File: src/rtl/fsm_rx_pkg.sv
// fsm_rx_pkg: shared types and constants for the fsm_rx UART receiver.
//   state_t          - receiver FSM states
//   DATA_BITS        - payload bits per frame (8N1)
//   CLKS_PER_BIT_DEF - default clock cycles per serial bit
package fsm_rx_pkg;

    localparam int DATA_BITS        = 8;
    localparam int CLKS_PER_BIT_DEF = 20;

    typedef enum logic [2:0] {
        IDLE      = 3'd0,
        START     = 3'd1,
        DATA      = 3'd2,
        STOP      = 3'd3,
        WAIT_IDLE = 3'd4
    } state_t;

endpackage

File: src/rtl/fsm_rx_if.sv
// fsm_rx_if: serial input and byte-side outputs of the fsm_rx receiver.
//   rx      - serial line, idles high, LSB first
//   Done    - sticky "frame received" level
//   dataout - last correctly framed byte
//   tick    - one-cycle strobe at each bit sample point
//   state   - current receiver FSM state (debug visibility)
// Modports: slave = the receiver, master = whatever drives rx / consumes bytes.
// There is no valid/ready handshake: rx is free-running, and a new byte is
// signalled by Done rising; dataout is stable while Done is high.
interface fsm_rx_if;
    import fsm_rx_pkg::*;

    logic       rx;
    logic       Done;
    logic [7:0] dataout;
    logic       tick;
    state_t     state;

    modport slave  (input rx, output Done, output dataout, output tick, output state);
    modport master (output rx, input Done, input dataout, input tick, input state);
endinterface

File: src/rtl/rx_baud_counter.sv
// rx_baud_counter: loadable down-counter that times bit sample points.
//   clk, rst_n - clock, async active-low reset
//   run        - receiver is inside a frame; tick is suppressed otherwise
//   load       - (re)start the count this cycle
//   load_full  - 1: time a full bit period, 0: time to mid start bit
//   tick       - high for one cycle immediately before the sampling edge
module rx_baud_counter #(
    parameter int CLKS_PER_BIT = 20
) (
    input  logic clk,
    input  logic rst_n,
    input  logic run,
    input  logic load,
    input  logic load_full,
    output logic tick
);
    localparam int HALF_BIT = CLKS_PER_BIT / 2;
    localparam int CW       = $clog2(CLKS_PER_BIT);

    // The count reaches zero in the cycle before the sampling edge, so a
    // half-period load of HALF_BIT-2 samples HALF_BIT-1 edges after the load,
    // and a full-period load of CLKS_PER_BIT-1 samples CLKS_PER_BIT edges later.
    localparam logic [CW-1:0] LOAD_HALF = CW'(HALF_BIT - 2);
    localparam logic [CW-1:0] LOAD_FULL = CW'(CLKS_PER_BIT - 1);

    logic [CW-1:0] cnt;

    always_ff @(posedge clk or negedge rst_n) begin
        if (!rst_n) begin
            cnt <= '0;
        end else if (load) begin
            cnt <= load_full ? LOAD_FULL : LOAD_HALF;
        end else if (cnt != '0) begin
            cnt <= cnt - 1'b1;
        end
    end

    assign tick = run && (cnt == '0);

endmodule

File: src/rtl/fsm_rx.sv
// fsm_rx: 8N1 UART receiver. Samples rx at mid-bit using rx_baud_counter,
// shifts data LSB first, and publishes a byte on dataout with a sticky Done
// level after a good stop bit. A bad stop bit parks in WAIT_IDLE until rx
// returns high.
//   clk, rst_n - clock, async active-low reset
//   bus        - fsm_rx_if.slave (rx in; Done, dataout, tick, state out)
// Build option: RX_SYNC_EN inserts a 2-flop synchronizer (reset to 1) on rx,
// delaying every sample point and Done by 2 cycles.
module fsm_rx
    import fsm_rx_pkg::*;
#(
    parameter int CLKS_PER_BIT = CLKS_PER_BIT_DEF
) (
    input  logic     clk,
    input  logic     rst_n,
    fsm_rx_if.slave  bus
);
    logic rx_s;

`ifdef RX_SYNC_EN
    logic rx_meta, rx_sync;
    always_ff @(posedge clk or negedge rst_n) begin
        if (!rst_n) begin
            rx_meta <= 1'b1;
            rx_sync <= 1'b1;
        end else begin
            rx_meta <= bus.rx;
            rx_sync <= rx_meta;
        end
    end
    assign rx_s = rx_sync;
`else
    assign rx_s = bus.rx;
`endif

    state_t                 state, state_nxt;
    logic [2:0]             bit_idx, bit_idx_nxt;
    logic [DATA_BITS-1:0]   shreg, shreg_nxt;
    logic [DATA_BITS-1:0]   dout, dout_nxt;
    logic                   done, done_nxt;
    logic                   run, load, load_full, tick;

    assign run = (state == START) || (state == DATA) || (state == STOP);

    rx_baud_counter #(.CLKS_PER_BIT(CLKS_PER_BIT)) u_baud (
        .clk       (clk),
        .rst_n     (rst_n),
        .run       (run),
        .load      (load),
        .load_full (load_full),
        .tick      (tick)
    );

    always_ff @(posedge clk or negedge rst_n) begin
        if (!rst_n) begin
            state   <= IDLE;
            bit_idx <= '0;
            shreg   <= '0;
            dout    <= '0;
            done    <= 1'b0;
        end else begin
            state   <= state_nxt;
            bit_idx <= bit_idx_nxt;
            shreg   <= shreg_nxt;
            dout    <= dout_nxt;
            done    <= done_nxt;
        end
    end

    always_comb begin
        state_nxt   = state;
        bit_idx_nxt = bit_idx;
        shreg_nxt   = shreg;
        dout_nxt    = dout;
        done_nxt    = done;
        load        = 1'b0;
        load_full   = 1'b0;
        case (state)
            IDLE: begin
                if (!rx_s) begin
                    state_nxt = START;
                    done_nxt  = 1'b0;
                    load      = 1'b1;
                end
            end
            START: begin
                if (tick) begin
                    if (!rx_s) begin
                        state_nxt   = DATA;
                        bit_idx_nxt = '0;
                        load        = 1'b1;
                        load_full   = 1'b1;
                    end else begin
                        // Start bit did not hold to mid-bit: treat as a glitch.
                        state_nxt = IDLE;
                    end
                end
            end
            DATA: begin
                if (tick) begin
                    shreg_nxt[bit_idx] = rx_s;
                    load               = 1'b1;
                    load_full          = 1'b1;
                    if (bit_idx == 3'(DATA_BITS - 1)) begin
                        state_nxt = STOP;
                    end else begin
                        bit_idx_nxt = bit_idx + 3'd1;
                    end
                end
            end
            STOP: begin
                if (tick) begin
                    if (rx_s) begin
                        state_nxt = IDLE;
                        dout_nxt  = shreg;
                        done_nxt  = 1'b1;
                    end else begin
                        state_nxt = WAIT_IDLE;
                    end
                end
            end
            WAIT_IDLE: begin
                if (rx_s) state_nxt = IDLE;
            end
            default: state_nxt = IDLE;
        endcase
    end

    assign bus.Done    = done;
    assign bus.dataout = dout;
    assign bus.tick    = tick;
    assign bus.state   = state;

endmodule

File: src/flat_wrapper.sv
// flat-port wrapper written by rule: the top's interface ports become plain ports
module fsm_rx_flat import fsm_rx_pkg::*;
#(
    parameter int CLKS_PER_BIT = CLKS_PER_BIT_DEF
)
  (clk, rst_n, bus_rx, bus_Done, bus_dataout, bus_tick, bus_state);
  fsm_rx_if bus_i ();
  input  logic clk;
  input  logic rst_n;
  input wire logic [$bits(bus_i.rx)-1:0] bus_rx;
  output wire logic [$bits(bus_i.Done)-1:0] bus_Done;
  output wire logic [$bits(bus_i.dataout)-1:0] bus_dataout;
  output wire logic [$bits(bus_i.tick)-1:0] bus_tick;
  output wire logic [$bits(bus_i.state)-1:0] bus_state;
  assign bus_i.rx = bus_rx;
  assign bus_Done = bus_i.Done;
  assign bus_dataout = bus_i.dataout;
  assign bus_tick = bus_i.tick;
  assign bus_state = bus_i.state;
  fsm_rx #(.CLKS_PER_BIT(CLKS_PER_BIT)) u_core (.clk(clk), .rst_n(rst_n), .bus(bus_i));
endmodule
File: config.mk
export PLATFORM = sky130hd
export DESIGN_NAME = fsm_rx_flat
export DESIGN_NICKNAME = d
export VERILOG_FILES = /design/src/rtl/fsm_rx_pkg.sv /design/src/rtl/fsm_rx_if.sv /design/src/rtl/rx_baud_counter.sv /design/src/rtl/fsm_rx.sv /design/src/flat_wrapper.sv
export SDC_FILE = /design/constraint.sdc
export NUM_CORES = 1
export LEC_CHECK = 0
export ABC_AREA = 1
export CORE_UTILIZATION = 55
export CTS_CLUSTER_SIZE = 10
export DETAILED_ROUTE_END_ITERATION = 10
export PLACE_DENSITY = 0.75
export SLEW_MARGIN = 15
export SYNTH_ARGS = -nofsm -noshare
export SYNTH_HDL_FRONTEND = slang
export SYNTH_HIERARCHICAL = 1
export SYNTH_SLANG_ARGS = --single-unit
export TNS_END_PERCENT = 10
File: constraint.sdc
create_clock -name clk -period 2.42 [get_ports clk]
set_clock_uncertainty 0.05 [all_clocks]
set_input_delay 0.484 -clock clk [delete_from_list [all_inputs] [get_ports clk]]
set_output_delay 0.484 -clock clk [all_outputs]
set_load 0.01 [all_outputs]
# [After elaboration in Yosys (flattened, before gate mapping)]
# Index checks and enable logic that the tools add are counted.
[classes] div_mod_pow=0 order_cmp=2 n_bitwise=0 n_mul=0 eq_ne=14 n_addsub=2 shift=0 muxes=29 reduce_logical=15
[op_table] cell="two-way mux 3 bit" count=11
[op_table] cell="inequality test 2 bit (second input constant)" count=9
[op_table] cell="two-way mux 5 bit" count=3
[op_table] cell="case mux 3 bit (5 select lines)" count=1
[op_table] cell="bitwise mux 8 bit" count=1
[op_table] cell="two-way mux 1 bit" count=7
[op_table] cell="== test 3 x 2 -> 1 bit (second input constant)" count=2
[op_table] cell="== test 3 bit (second input constant)" count=2
[op_table] cell="case mux 3 bit (2 select lines)" count=1
[op_table] cell="AND reduction 6 bit" count=1
[op_table] cell="nonzero test 2 bit" count=3
[op_table] cell="logical NOT 5 bit" count=1
[op_table] cell="AND reduction 5 bit" count=1
[op_table] cell="nonzero test 5 bit" count=1
[op_table] cell="subtractor 5 x 1 -> 5 bit (second input constant)" count=1
[op_table] cell="< comparator 3 x 4 -> 1 bit (second input constant)" count=1
[op_table] cell="case mux 1 bit (2 select lines)" count=2
[op_table] cell="AND reduction 4 bit" count=1
[op_table] cell="adder 3 x 1 -> 3 bit (second input constant)" count=1
[op_table] cell="demux 1 bit (select 3 bit)" count=1
[op_table] cell="== test 3 x 1 -> 1 bit (second input constant)" count=1
[op_table] cell="greater-or-equal comparator 3 x 1 -> 1 bit (second input constant)" count=1
[op_table] cell="logical NOT 3 bit" count=1
[op_table] cell="case mux 1 bit (3 select lines)" count=1
[op_table] cell="5 further kinds" count=7
[word_totals] ff_bits=28 out_inout_bits=13 latch_bits=0 mem_bits_rw=0 inputBits=3 romBits=0 memories=0 word_cells=68

# [Longest topological paths before layout]
# Gate-level depths: netlist of run 1.
[logic_depth] depth_word=8 depth_mapped=10

# [Cells and area by module]
# Netlist of run 1, hierarchy kept.
[modules_own_cells] module="fsm_rx" n_inst=1 cells_each=148 area_each_um2=1201.2 seq_area_each_um2=575.6
[modules_own_cells] module="rx_baud_counter" n_inst=1 cells_each=34 area_each_um2=291.5 seq_area_each_um2=125.1

# [Worst setup path after synthesis of run 1]
# OpenSTA, ideal clock, no wires.
[synth_path] path_kind="register to register" from="register u_core.u_baud.cnt[0]" to="register u_core.bit_idx[0]" arrival_time_ps=1958 period_less_slack_ps=2125 path_stages_with_launch=10 slack_ps=295 required_time_ps=2253 cell_sequence="dfrtp_1 inv_1 ha_1 nand2_1 nor3b_2 inv_1 o21ai_1 nand3_2 nand2_1 nand2_1"
[synth_via] elab_chain_len=4
[synth_lines] item="from (decl)" line="rx_baud_counter.sv:26" source="logic [CW-1:0] cnt;"
[synth_lines] item="from (signal assigned)" line="rx_baud_counter.sv:32" source="cnt <= load_full ? LOAD_FULL : LOAD_HALF;"
[synth_lines] item="from (signal assigned)" line="rx_baud_counter.sv:34" source="cnt <= cnt - 1'b1;"
[synth_lines] item="logical NOT 5 bit (*)" line="rx_baud_counter.sv:38" source="assign tick = run && (cnt == '0);"
[synth_lines] item="logical AND 1 bit (*)" line="rx_baud_counter.sv:38"
[synth_lines] item="named net bus_tick" line="flat_wrapper.sv:13" source="output wire logic [$bits(bus_i.tick)-1:0] bus_tick;"
[synth_lines] item="inequality test 2 bit (no source line)"
[synth_lines] item="AND reduction 5 bit (no source line) (*)"
[synth_lines] item="to (signal assigned)" line="fsm_rx.sv:63" source="bit_idx <= bit_idx_nxt;"
[synth_lines] item="to (decl)" line="fsm_rx.sv:37" source="logic [2:0] bit_idx, bit_idx_nxt;"
# The timed path passes the listed nets; every way through them passes the cells marked *.
# A chain may end at the register's enable or synchronous reset.

# [Final worst setup path of run 1]
[layout_path] from="register u_core.u_baud.cnt[0]" to="output port bus_tick"
[layout_via] elab_chain_len=2
[layout_lines] item="logical NOT 5 bit" line="rx_baud_counter.sv:38"
[layout_lines] item="logical AND 1 bit" line="rx_baud_counter.sv:38"
[layout_lines] item="to (decl)" line="flat_wrapper.sv:13"
# Every way passes these cells.

==> flow_summary.toml, run 1 <==
[pwr]
peakVddDrop_uv = 791.9
leakagePower_nw = 0.8552
cellPowerDensity_nw_per_um2 = 1028

[final_layout]
layout_common_cells = "nand2_1, dfrtp_1, inv_1"
instances_no_fill = 232
area_growth_pct = 15.51
drive_gt1_share_pct = 13.86
n_antenna_cell = 0
final_common_cell = "nand2_1"
fin_area_um2 = 1724
fin_nets = 209

[clock_network]
cts_tree = "yes"
cts_htree_levels = 1
clock_path_buffers = 2
cts_sinks = 28
cts-root-buf = "clkbuf_4"
cts.clk_slew.worst_paths_ns = 0.15
cts_resized = 2
cts_setup_buffers = 0
cts_buffers = 3
worstSkewPairLatency_ns = 0.32
holdBufCountCts = 0

[synth]
synth-compound-area-share_pct = 11.06
syn-num-nets = 188
synth_simple_gate_area_share_pct = 31.27
synthMuxAreaShare_pct = 0
synth_cell_types = 23
postSynthCellCount = 182
synth_area_per_cell_um2 = 8.202
synth_top_family_by_area = "simple AND/OR/NAND/NOR gates"
syn_area_um2 = 1493
ys_warn_count = 6
synth-xor-area-share_pct = 0.5868
ys_seq_area_share_pct = 46.94
ys_seq_elements = 28
synth_fa_ha_area_share_pct = 2.515

[timing]
finalHoldViolations = 0
finalCriticalPeriod_ns = 2.214
relSlewSlack_pct = 75.13
rsz0062_at_grt = "no"
finalCritPeriodShare_pct = 91.48
fmax_ghz = 0.4517
fin_tns_setup_ns = 0
tightestPinTransition_ns = 0.3692
setup-violations-final = 0
maxSlewViolCount = 0

[detailed_routing]
ant_nets = 0
via_count = 1227
wl_per_cell_um = 11.91
wl_um = 2762
route.detailed.drc = 0
first_pass_iters = 4
vias_per_cell = 5.289
first_iter_violations = 41

[run_status]
status = "complete, no violations"

[floorplanning]
die_area_um2 = 2926
initial_core_util_pct = 59.18
ios = 16
core_um2 = 2522
placementRows = 18
die_h_um = 54.10
chipWidth_um = 54.10

[global_route]
grt_pass1_wl_um = 4912
first_global_vias = 1169
grt_usage_pct = 23.21
antenna_found_initial = 0
grt_start_max_net_pins = 29
grt_overflow_total = 0

[hold_path]
holdCritPathClass = "flop to flop"

[worst_setup_path]
cp-end-kind = "output port"
path_class = "flop to output port"
cp.arrival_ns = 1.68
worstPathMaxFanout = 4
worstPathRequired_ns = 1.89
critPathLaunchType = "flop"

[place]
placed_cell_area_um2 = 1687
portBuffers = 15
dp_cells = 228
dp_hpwl_um = 2108
globalplace.congestion = 0.8749

[run]
cap_violations = 0
[critical path, cell delays in order, from the launching register on]
cell and delay [ns]:
dfrtp_1 0.40, inv_1 0.12, ha_2 0.24, nand2_1 0.10, nor3b_2 0.20, dlygate4sd2_1 0.29
[metal layers]
| metal | vias up | GRT usage (%) | share of wire [%] |
|---|---|---|---|
| met5 | - | 0 | 0 |
| met4 | 0 | 6.838 | 1.4 |
| met3 | 4 | 3.390 | 3.8 |
| met2 | 27 | 39.09 | 48 |
| met1 | 573 | 30.65 | 47 |
| li1 | 623 | - | - |
[cells by family after synthesis]
logic type,Yosys count
and+or+nand+nor,95
buffers and inverters,28
DFF,28
AOI/OAI and AO/OA,27
adders and majority gates,3
xor gates and xnor gates,1
[final timing paths]
kind	from	to	slack, ns	cells after the start
setup reg to reg	u_core/u_baud/cnt[0]$_DFFE_PN0P_	u_core/u_baud/cnt[3]$_DFFE_PN0P_	0.32	11
setup / recovery	u_core/u_baud/cnt[0]$_DFFE_PN0P_	bus_tick	0.21	5
min in group asynchronous	rst_n	u_core/shreg[5]$_DFFE_PN0P_	0.48	2
max in group asynchronous	rst_n	u_core/bus.dataout[1]$_DFFE_PN0P_	1.57	2
hold reg to reg	u_core/bus.dataout[2]$_DFFE_PN0P_	u_core/bus.dataout[2]$_DFFE_PN0P_	0.45	2
hold / removal	u_core/bus.dataout[2]$_DFFE_PN0P_	u_core/bus.dataout[2]$_DFFE_PN0P_	0.45	2
[registers in the layout (all words and copies together), names as in the netlist]
signal	flops
u_core/shreg	8
u_core/bit_idx	3
u_core/bus.Done	1
u_core/bus.dataout	8
u_core/bus.state	3
u_core/u_baud/cnt	5
[metrics by stage]
stage          hold WS (ns)  worst slack [ns]  util, %  power [mW]
6_report             0.4511            0.2061    68.35       1.772
5_1_grt              0.4862           0.06106    68.35       1.942
4_1_cts              0.4508            0.1880    68.35       1.792
2_1_floorplan        0.1384            0.2952        -       1.275
3_3_place_gp         0.4116            0.2914    66.87       1.527
3_5_place_dp         0.4176            0.2660    66.87       1.563
[layout make-up]
cell class	instances	area, um^2
Fill cell	212	798.3
Tap cell	30	37.54
Clock buffer	4	36.28
Sequential cell	28	700.7
Timing Repair Buffer	18	171.4
Inverter	26	97.59
Multi-Input combinational cell	126	680.7
[power by group]
group,internal (mW),total (mW),switching (mW)
combinational,0.360,0.837,0.477
clock,0.0920,0.223,0.131
sequential,0.595,0.712,0.117
[cell usage after synthesis (all sizes together)]
cell type / count / area share, %
a21oi: 1 / 0.33
buf: 2 / 1.1
dfrtp: 28 / 47
ha: 3 / 2.5
inv: 26 / 6.5
nand2: 53 / 14
nand3: 18 / 7.2
nand4: 3 / 2.3
nor2: 18 / 6.5
nor3: 1 / 0.33
nor3b: 1 / 0.84
o21ai: 26 / 11
or2: 1 / 0.42
xor2: 1 / 0.59
Power figures use the tool's default switching activity.
==> inputs of run 2 (changes only) <==
--- a/config.mk
+++ b/config.mk
@@ -6,6 +6,7 @@
 export NUM_CORES = 1
 export LEC_CHECK = 0
 export ABC_AREA = 1
+export CORE_MARGIN = 4
 export CORE_UTILIZATION = 55
 export CTS_CLUSTER_SIZE = 10
 export DETAILED_ROUTE_END_ITERATION = 10
==> run 2 against run 1 <==
  * Utilization rose by 0.64 points
  * Clock-buffer cell count fell by 1
  * Largest power group unchanged
  * Critical endpoint unchanged
  * Critical path depth did not move
  * Register-to-register slack barely moved
  * Largest cell class unchanged
  * Highest routed layer unchanged
==> flow_summary.toml, run 2 (synthesized netlist as in run 1, its figures left out) <==
[place]
dp_cells = 228
portBuffers = 15
globalplace.congestion = 0.9325
dp_hpwl_um = 2164

[global_route]
first_global_vias = 1271
grt_start_max_net_pins = 29
grt_overflow_total = 0
grt_pass1_wl_um = 5237
antenna_found_initial = 0
grt_usage_pct = 18.90

[clock_network]
holdBufCountCts = 0
cts.clk_slew.worst_paths_ns = 0.15
cts_htree_levels = 1
cts_sinks = 28
cts_buffers = 3
cts_setup_buffers = 0
cts_tree = "yes"
cts-root-buf = "clkbuf_4"
clock_path_buffers = 2
worstSkewPairLatency_ns = 0.32

[detailed_routing]
route.detailed.drc = 0
first_pass_iters = 4
ant_nets = 0
wl_um = 2836
via_count = 1214
wl_per_cell_um = 12.22
first_iter_violations = 40
vias_per_cell = 5.233

[floorplanning]
initial_core_util_pct = 59.18
core_um2 = 2522
ios = 16
die_h_um = 60.10
die_area_um2 = 3611
placementRows = 18
chipWidth_um = 60.10

[timing]
rsz0062_at_grt = "no"
finalCritPeriodShare_pct = 91.52
relSlewSlack_pct = 76.23
setup-violations-final = 0
fmax_ghz = 0.4515
maxSlewViolCount = 0
fin_tns_setup_ns = 0
finalCriticalPeriod_ns = 2.215
tightestPinTransition_ns = 0.3528
finalHoldViolations = 0

[worst_setup_path]
r2r_cells = 11
cp.arrival_ns = 1.68
worstPathCellList = "inv_1 -> ha_2 -> nand2_1 -> nor3b_2 -> dlygate4sd2_1"
reg2reg_slack_ns = 0.31
slowest_delay_ns = 0.40
reg2reg_to = "u_core/u_baud/cnt[3]$_DFFE_PN0P_"
worstPathRequired_ns = 1.89
path_class = "flop to output port"
critPathLaunchType = "flop"
timing.rr.start = "u_core/u_baud/cnt[0]$_DFFE_PN0P_"
worstPathMaxFanout = 4
cpMaxStageDelayCell = "dfrtp_1"
cp-end-kind = "output port"

[pwr]
p_int_mw = 1.124
peakVddDrop_uv = 871.8
netSwitchingPower_uw = 741.5
seqPwrFrac_pct = 38.3
comb_power_share_pct = 45.5
p_clk_share_pct = 16.2
total_power_mw = 1.865
switching_share_pct = 39.75
cellPowerDensity_nw_per_um2 = 1072
leakagePower_nw = 0.8621

[final_layout]
fin_nets = 209
drive_gt1_share_pct = 13.86
area_growth_pct = 16.60
n_antenna_cell = 0
fillerInstances = 221
instances_no_fill = 232
final_common_cell = "nand2_1"
layout_common_cells = "nand2_1, dfrtp_1, inv_1"

[hold_path]
holdCritPathClass = "flop to flop"
min_to = "u_core/bus.dataout[4]$_DFFE_PN0P_"
hp-start = "u_core/bus.dataout[4]$_DFFE_PN0P_"
min_path_cells = 2

[run]
cap_violations = 0

[run_status]
status = "complete, no violations"
[run 2: changes by cell type in the layout (fill, tap and decap cells not counted), sizes merged]
| cell | before | now |
|---|---|---|
| bufinv | 0 | 1 |
| clkbuf | 4 | 3 |
[run 2: power by group through the flow]
stage                     registers (mW)  clock network, mW  logic [mW]
final                              0.714              0.303       0.849
after global routing               0.730              0.337       0.957
after CTS                          0.712              0.311       0.849
after detailed placement           0.722                  0       0.844
after global placement             0.713                  0       0.818
after floorplan                    0.736                  0       0.539
[run 2: cell type report]
| type | instances | area (um^2) | area share (%) |
|---|---|---|---|
| Sequential cell | 28 | 700.7 | 40.26 |
| Multi-Input combinational cell | 126 | 680.7 | 39.11 |
| Timing Repair Buffer | 18 | 171.4 | 9.849 |
| Inverter | 26 | 97.59 | 5.607 |
| Tap cell | 30 | 37.54 | 2.157 |
| Clock inverter | 1 | 30.03 | 1.725 |
| Clock buffer | 3 | 22.52 | 1.294 |
[run 2: metal layers]
metal  part of all wire [%]  up-vias  global-route usage [%]
met5                      0        -                       0
met2                     48       29                   31.94
met1                     46      558                   23.44
met4                    1.9        0                   8.861
met3                    3.8        6                   2.808
li1                       -      621                       -
[run 2: worst max-delay path: cells and delay by family, from the launching register on]
family        cells  cell delay, ns
fa+ha+maj         1            0.24
buf+inv           2            0.42
flops             1            0.40
simple gates      2            0.31
[run 2: worst max-delay path by stage]
| stage | from | endpoint | slack (ns) | depth (start not counted) |
|---|---|---|---|---|
| after floorplan | u_core/u_baud/cnt[0]$_DFFE_PN0P_ | u_core/bit_idx[0]$_DFFE_PN0P_ | 0.30 | 9 |
| after CTS | u_core/u_baud/cnt[0]$_DFFE_PN0P_ | bus_tick | 0.19 | 5 |
| after global placement | u_core/u_baud/cnt[0]$_DFFE_PN0P_ | bus_tick | 0.29 | 5 |
| after detailed placement | u_core/u_baud/cnt[0]$_DFFE_PN0P_ | bus_tick | 0.26 | 5 |
| after global routing | u_core/u_baud/cnt[0]$_DFFE_PN0P_ | u_core/u_baud/cnt[3]$_DFFE_PN0P_ | 0.03 | 11 |
| final | u_core/u_baud/cnt[0]$_DFFE_PN0P_ | bus_tick | 0.21 | 5 |
[run 2: per-stage QoR]
step	util [%]	hold slack, ns	setup WS [ns]	area (um^2)
detailed placement	66.87	0.4249	0.2566	1687
global placement	66.87	0.4129	0.2860	1687
global route	69.00	0.4651	0.03178	1740
CTS	69.00	0.4586	0.1852	1740
finish	69.00	0.4521	0.2052	1740
floorplan	-	0.1384	0.2952	1493
[run 2: timing repair]
| action | 4_1_cts | 5_1_grt |
|---|---|---|
| endpoints found under the hold margin | 0 | 0 |
| gates resized for setup | 2 | 0 |
| endpoints found under the setup margin | 1 | 0 |
